[src/rtl/io_pkg.sv]
// Shared IO definitions: register offsets, STATUS bit positions, TX FSM states.
package io_pkg;

  // Register select values (io_addr[3:2])
  localparam logic [1:0] REG_TXDATA   = 2'd0;
  localparam logic [1:0] REG_STATUS   = 2'd1;
  localparam logic [1:0] REG_BAUD_DIV = 2'd2;
  localparam logic [1:0] REG_CTRL     = 2'd3;

  // STATUS bit positions
  localparam int unsigned STAT_FULL    = 0;
  localparam int unsigned STAT_EMPTY   = 1;
  localparam int unsigned STAT_BUSY    = 2;
  localparam int unsigned STAT_OVF     = 3;
  localparam int unsigned STAT_CNT_LSB = 8;

  // Transmit FSM states
  typedef enum logic [1:0] {
    ST_IDLE  = 2'd0,
    ST_START = 2'd1,
    ST_DATA  = 2'd2,
    ST_STOP  = 2'd3
  } tx_state_e;

endpackage

[src/rtl/io_sync_fifo.sv]
// Single-clock FIFO with occupancy count; reusable by IO peripherals.
module io_sync_fifo #(
  parameter int unsigned WIDTH = 8,
  parameter int unsigned DEPTH = 8,
  localparam int unsigned AW   = $clog2(DEPTH),
  localparam int unsigned CW   = AW + 1
) (
  input  logic             clk,
  input  logic             rst,
  input  logic             push_i,
  input  logic [WIDTH-1:0] wdata_i,
  input  logic             pop_i,
  output logic [WIDTH-1:0] rdata_o,
  output logic             full_o,
  output logic             empty_o,
  output logic [CW-1:0]    count_o,
  output logic             overflow_o
);

  logic [WIDTH-1:0] mem_q [DEPTH];
  logic [AW-1:0]    wr_ptr_q, rd_ptr_q;
  logic [CW-1:0]    count_q, count_d;
  logic             push_ok_s, pop_ok_s;

  assign full_o     = (count_q == CW'(DEPTH));
  assign empty_o    = (count_q == {CW{1'b0}});
  assign pop_ok_s   = pop_i & ~empty_o;
  // A push while full still fits when a pop frees a slot on the same edge.
  assign push_ok_s  = push_i & (~full_o | pop_ok_s);
  assign overflow_o = push_i & ~push_ok_s;
  assign rdata_o    = mem_q[rd_ptr_q];
  assign count_o    = count_q;

  // Occupancy next-state from accepted push/pop
  always_comb begin
    count_d = count_q;
    case ({push_ok_s, pop_ok_s})
      2'b10:   count_d = count_q + CW'(1);
      2'b01:   count_d = count_q - CW'(1);
      default: count_d = count_q;
    endcase
  end

  // Pointers and count; pointers wrap naturally at DEPTH (power of two)
  always_ff @(posedge clk or posedge rst) begin
    if (rst) begin
      wr_ptr_q <= {AW{1'b0}};
      rd_ptr_q <= {AW{1'b0}};
      count_q  <= {CW{1'b0}};
    end else begin
      if (push_ok_s) wr_ptr_q <= wr_ptr_q + AW'(1);
      if (pop_ok_s)  rd_ptr_q <= rd_ptr_q + AW'(1);
      count_q <= count_d;
    end
  end

  // Storage array; contents are don't-care after reset since pointers restart
  always_ff @(posedge clk) begin
    if (push_ok_s) mem_q[wr_ptr_q] <= wdata_i;
  end

endmodule

[src/rtl/io_uart_tx.sv]
// Memory-mapped 8N1 UART transmitter with TX FIFO and programmable baud divisor.
module io_uart_tx
  import io_pkg::*;
#(
  parameter logic [31:0] BASE_ADDR   = 32'h0000_1000,
  parameter int unsigned FIFO_DEPTH  = 8,
  parameter logic [15:0] DEFAULT_DIV = 16'd433
) (
  input  logic        clk,
  input  logic        rst,
  input  logic [31:0] io_addr,
  input  logic [31:0] io_write_data,
  input  logic        io_write_en,
  output logic [31:0] io_read_data,
  output logic        uart_tx,
  output logic        irq
);

  localparam int unsigned CW = $clog2(FIFO_DEPTH) + 1;

  logic          hit_s, wr_s;
  logic [1:0]    sel_s;
  logic [15:0]   baud_div_q;
  logic          irq_en_q, ovf_q;
  logic          fifo_full_s, fifo_empty_s, fifo_ovf_s, pop_s;
  logic [7:0]    fifo_rdata_s;
  logic [CW-1:0] fifo_count_s;
  logic [31:0]   status_s;
  logic          busy_s;

  tx_state_e   state_q, state_d;
  logic [15:0] cnt_q, cnt_d;
  logic [2:0]  idx_q, idx_d;
  logic [7:0]  shift_q, shift_d;
  logic        tx_q, tx_d;

  assign hit_s  = (io_addr[31:4] == BASE_ADDR[31:4]);
  assign sel_s  = io_addr[3:2];
  assign wr_s   = io_write_en & hit_s;
  assign busy_s = (state_q != ST_IDLE);

  io_sync_fifo #(.WIDTH(8), .DEPTH(FIFO_DEPTH)) u_fifo (
    .clk        (clk),
    .rst        (rst),
    .push_i     (wr_s && (sel_s == REG_TXDATA)),
    .wdata_i    (io_write_data[7:0]),
    .pop_i      (pop_s),
    .rdata_o    (fifo_rdata_s),
    .full_o     (fifo_full_s),
    .empty_o    (fifo_empty_s),
    .count_o    (fifo_count_s),
    .overflow_o (fifo_ovf_s)
  );

  // Assemble STATUS word
  always_comb begin
    status_s                 = 32'd0;
    status_s[STAT_FULL]      = fifo_full_s;
    status_s[STAT_EMPTY]     = fifo_empty_s;
    status_s[STAT_BUSY]      = busy_s;
    status_s[STAT_OVF]       = ovf_q;
    status_s[STAT_CNT_LSB+:8] = 8'(fifo_count_s);
  end

  // Combinational register read mux; misses read as zero
  always_comb begin
    io_read_data = 32'd0;
    if (hit_s) begin
      case (sel_s)
        REG_STATUS:   io_read_data = status_s;
        REG_BAUD_DIV: io_read_data = {16'd0, baud_div_q};
        REG_CTRL:     io_read_data = {31'd0, irq_en_q};
        default:      io_read_data = 32'd0;
      endcase
    end else begin
      io_read_data = 32'd0;
    end
  end

  // Control registers; a fresh overflow wins over a simultaneous W1C clear
  always_ff @(posedge clk or posedge rst) begin
    if (rst) begin
      baud_div_q <= DEFAULT_DIV;
      irq_en_q   <= 1'b0;
      ovf_q      <= 1'b0;
    end else begin
      if (wr_s && (sel_s == REG_BAUD_DIV)) baud_div_q <= io_write_data[15:0];
      if (wr_s && (sel_s == REG_CTRL))     irq_en_q   <= io_write_data[0];
      if (fifo_ovf_s)                      ovf_q      <= 1'b1;
      else if (wr_s && (sel_s == REG_STATUS) && io_write_data[STAT_OVF]) ovf_q <= 1'b0;
    end
  end

  // Transmit FSM next-state: each bit lasts baud_div+1 clocks, reload at cnt==0
  always_comb begin
    state_d = state_q;
    cnt_d   = cnt_q;
    idx_d   = idx_q;
    shift_d = shift_q;
    tx_d    = tx_q;
    pop_s   = 1'b0;
    case (state_q)
      ST_IDLE: begin
        if (!fifo_empty_s) begin
          pop_s   = 1'b1;
          shift_d = fifo_rdata_s;
          cnt_d   = baud_div_q;
          tx_d    = 1'b0;
          state_d = ST_START;
        end else begin
          tx_d = 1'b1;
        end
      end
      ST_START: begin
        if (cnt_q == 16'd0) begin
          cnt_d   = baud_div_q;
          idx_d   = 3'd0;
          tx_d    = shift_q[0];
          state_d = ST_DATA;
        end else begin
          cnt_d = cnt_q - 16'd1;
        end
      end
      ST_DATA: begin
        if (cnt_q == 16'd0) begin
          cnt_d = baud_div_q;
          if (idx_q == 3'd7) begin
            tx_d    = 1'b1;
            state_d = ST_STOP;
          end else begin
            idx_d   = idx_q + 3'd1;
            shift_d = {1'b0, shift_q[7:1]};
            tx_d    = shift_q[1];
          end
        end else begin
          cnt_d = cnt_q - 16'd1;
        end
      end
      ST_STOP: begin
        if (cnt_q == 16'd0) begin
          if (!fifo_empty_s) begin
            pop_s   = 1'b1;
            shift_d = fifo_rdata_s;
            cnt_d   = baud_div_q;
            tx_d    = 1'b0;
            state_d = ST_START;
          end else begin
            tx_d    = 1'b1;
            state_d = ST_IDLE;
          end
        end else begin
          cnt_d = cnt_q - 16'd1;
        end
      end
      default: begin
        tx_d    = 1'b1;
        state_d = ST_IDLE;
      end
    endcase
  end

  // Transmit FSM state register; line forced idle-high on reset
  always_ff @(posedge clk or posedge rst) begin
    if (rst) begin
      state_q <= ST_IDLE;
      cnt_q   <= 16'd0;
      idx_q   <= 3'd0;
      shift_q <= 8'd0;
      tx_q    <= 1'b1;
    end else begin
      state_q <= state_d;
      cnt_q   <= cnt_d;
      idx_q   <= idx_d;
      shift_q <= shift_d;
      tx_q    <= tx_d;
    end
  end

  assign uart_tx = tx_q;
  assign irq     = irq_en_q & fifo_empty_s & ~busy_s;

endmodule
[config.mk]
export PLATFORM = sky130hd
export DESIGN_NAME = io_uart_tx
export DESIGN_NICKNAME = d
export VERILOG_FILES = /design/src/rtl/io_pkg.sv /design/src/rtl/io_sync_fifo.sv /design/src/rtl/io_uart_tx.sv
export SDC_FILE = /design/constraint.sdc
export NUM_CORES = 1
export LEC_CHECK = 0
export BUFFER_PORTS_ARGS = -buffer_cell sky130_fd_sc_hd__buf_4
export CAP_MARGIN = 5
export CORE_ASPECT_RATIO = 0.8
export CORE_MARGIN = 2
export CORE_UTILIZATION = 44
export CTS_CLUSTER_DIAMETER = 120
export CTS_CLUSTER_SIZE = 24
export DETAILED_ROUTE_END_ITERATION = 6
export GPL_TIMING_DRIVEN = 0
export PLACE_DENSITY_LB_ADDON = 0.2
export SLEW_MARGIN = 20
export SYNTH_ARGS = -nofsm -noshare
export SYNTH_HDL_FRONTEND = slang
export SYNTH_SLANG_ARGS = --single-unit
[constraint.sdc]
create_clock -name clk -period 3.5 [get_ports clk]
set_clock_uncertainty 0.05 [all_clocks]
set_input_delay 0.175 -clock clk [delete_from_list [all_inputs] [get_ports clk]]
set_output_delay 0.175 -clock clk [all_outputs]
set_load 0.01 [all_outputs]
==> run summary <==
Status = complete, no violations
HPWL Detailed = 10,100 um
Peak VDD IR = 0.000397 V
First-iteration detailed-routing DRC count = 369
Total CTS buffers = 17
Flops & latches, synth = 122
CTS tree = built
Die height = 110 um
Core area = 13,700 um^2
Vias in the first global route = 4,355
Crit path max fanout = 9
Post-synth top area share = 30.9%
GR Overflow Total = 0
Reg power frac = 32.6%
GPL Wtd Cong = 0.876
DR pass1 iterations = 5
Seq/Total Area, Yosys = 54.4%
Rel. slew slack = 33.5%
Hold Slack = 0.112 ns
Sw Share = 36.1%
GRT Total Usage = 20.5%
Ant diodes = 0
Clock Latency Late Sink = 0.42 ns
Synth Area per Inst = 12.0 um^2
PnR Total Power = 4.99 mW
Final setup viols = 0
Layout area overhead = 27.2%
Critical Path Max Stage Delay = 0.58 ns
CP top delay family = simple AND/OR/NAND/NOR gates
Max Buffers Root-to-Sink = 2
Initial antenna violation count = 0
Sw power = 1.80 mW
Max H-tree Level = 4
Synth Cell Area = 6220 um^2
Internal Power = 3.19 mW
Crit. End Element = flip-flop
Measured slew at the worst slew-check pin = 0.985 ns
Starting density of the core = 45.4%
CTS root buffer = clkbuf_16
# IOs = 101
Row cnt = 38
DRC = 0
DRT antenna net count = 0
CP startpoint kind = flip-flop
RSZ-0062 raised after global routing = yes
Required @ worst endpoint = 3.50 ns
Post-layout nets = 720
Place WS = -0.0876 ns
Synth area leaders = edfxtp_1, dfrtp_1, mux4_2
Clock sink total = 122
Pwr dens = 631 nW/um^2
Netlist cell types = 64
Worst hold path type = in2reg
WL final = 14,600 um
WL per Instance = 17.6 um
Clk pwr share = 32.6%
Crit path max-delay cell type = or4_4
Synth Instances = 516
First-pass GRT wire length = 22,600 um
Die Width = 137 um
Minimum clock period = 3.43 ns
WP data arrival = 3.44 ns
Worst setup margin = 0.0699 ns
DIE AREA = 15,100 um^2
Hold Fails Final Rpt = 0
Number of flops mapped to enable cells by yosys = 64
Predominant post-synthesis flop cell = edfxtp_1
Max_cap viols = 0
Combinational share of power = 34.7%
Slew Limit Fails = 0
Ys Warns = 0
DR vias = 4,516
Achievable frequency = 0.292 GHz
Crit path kind = reg2reg
CP bufs+invs = 2
P_leak = 3.24 nW
Layout cells sized above 1 = 30.0%
Largest net degree at the start of global routing = 36
Vias per inst = 5.42
Period utilization = 98.0%
Crit-path cells = inv_1 -> ha_1 -> clkbuf_1 -> or4_4 -> o31ai_4 -> or2_1 -> nand3b_1 -> nor2_2
Share of flip-flops with an asynchronous set or reset = 47.5%
PortBufs = 66
CTS clock-pin slew for the worst setup and hold paths = 0.06 ns
Area leader, netlist = edfxtp_1
## worst paths after layout
check / end / startpoint / cells after the start / slack [ns]
max in group asynchronous: baud_div_q[0]$_DFFE_PP1P_ / rst / 4 / 2.60
hold reg to reg: shift_q[7]$_DFFE_PP0P_ / shift_q[7]$_DFFE_PP0P_ / 1 / 0.46
setup / recovery: u_fifo.mem_q[6][5]$_DFFE_PP_ / state_q[0]$_DFFE_PP0P_ / 8 / 0.07
hold / removal: ovf_q$_DFFE_PP0P_ / io_write_en / 4 / 0.11
setup reg to reg: u_fifo.mem_q[6][5]$_DFFE_PP_ / state_q[0]$_DFFE_PP0P_ / 8 / 0.07
min in group asynchronous: idx_q[1]$_DFFE_PP0P_ / rst / 3 / 0.23
## tightest hold or removal path: stages
cell and delay, ns:
buf_4 0.11, inv_1 0.11, o31ai_1 0.09, o31ai_1 0.06
## timing repair
action / in CTS / in global routing
hold buffers: 17 / 0
gates resized for setup: 2 / 11
setup buffers: 0 / 6
endpoints found under the hold margin: 107 / 0
pin swaps: 0 / 4
setup endpoints to repair: 59 / 68
## sequential cells by signal, indices dropped and copies added, names as in the netlist, 2 cells and up
register	flops
u_fifo.rd_ptr_q	3
u_fifo.count_o	4
u_fifo.wr_ptr_q	3
state_q	2
baud_div_q	16
u_fifo.mem_q	64
cnt_q	16
idx_q	3
shift_q	8
## cells in the mapped netlist, types with 10 or more instances
cell	count
clkbuf_1	18
nor3_1	10
buf_4	16
o21ai_0	27
mux2i_1	14
nor2_1	39
dfrtp_1	52
mux4_2	16
nand2_1	52
a21oi_1	10
mux2_2	28
ha_1	12
inv_1	15
a22oi_1	11
edfxtp_1	64
## stage by stage
stage	cells	TNS [ns]	util, %	instance area [um^2]
after CTS	827	-3.57	56.6	7750
after floorplan	531	0	-	6270
after global routing	833	-1.91	57.8	7910
after detailed placement	778	-2.66	51.3	7030
final	833	0	57.8	7910
after global placement	777	-6.75	51.1	6990
## power groups by stage
stage	Clock, mW	Combinational, mW	Sequential [mW]
2_1_floorplan	0	1.21	1.64
3_3_place_gp	0	1.61	1.65
3_5_place_dp	0	1.66	1.65
4_1_cts	1.64	1.69	1.63
5_1_grt	1.71	1.91	1.64
6_report	1.63	1.73	1.63
## cell families (layout without fill, tap and decap cells)
kind of cell               Yosys count  count (layout)  synth area share [%]
and+or+nand+nor                    165             165                  13.4
DFF                                122             122                  54.4
AOI/OAI and AO/OA                   83              83                  9.38
muxes                               59              59                  13.4
buffers and inverters               58             180                  4.53
xor gates and xnor gates            15              15                  2.11
adders and majority gates           13              13                  2.74
other                                1              16                0.0603
## layout by cell type, fill, tap and decap left out, drive strengths merged, types with 6 or more instances in the layout
master and n:
nor2b 6, ha 12, inv 17, a22oi 11, mux2i 14, clkinv 7
nor4 8, and2 9, clkbuf 36, dfrtp 52, buf 98, nor3 11
edfxtp 64, xor2 6, dlygate4sd3 17, nor2 40, nand2 52, xnor2 9
or3 8, o21ai 27, conb 16, a21oi 11, mux4 16, mux2 29
nand2b 8, o31ai 6, dfstp 6
## per-layer routing
| layer | wire, um | vias to the layer above | global-route usage [%] |
|---|---|---|---|
| met4 | 205 | 0 | 6.92 |
| met5 | 0 | - | 0 |
| met1 | 6570 | 2195 | 28.1 |
| met3 | 1220 | 18 | 6.40 |
| li1 | - | 2116 | - |
| met2 | 6640 | 187 | 31.1 |
## final cells by class
type	instances	area [um^2]
fillers	1129	5780
flip-flops and latches	122	3380
multi-input cells	351	2670
repair buffers	90	793
clock buffers	18	429
plain buffers	43	225
well taps	180	225
clock inverters	14	124
inverters	15	58.8
(Power assumes the default switching activity.)
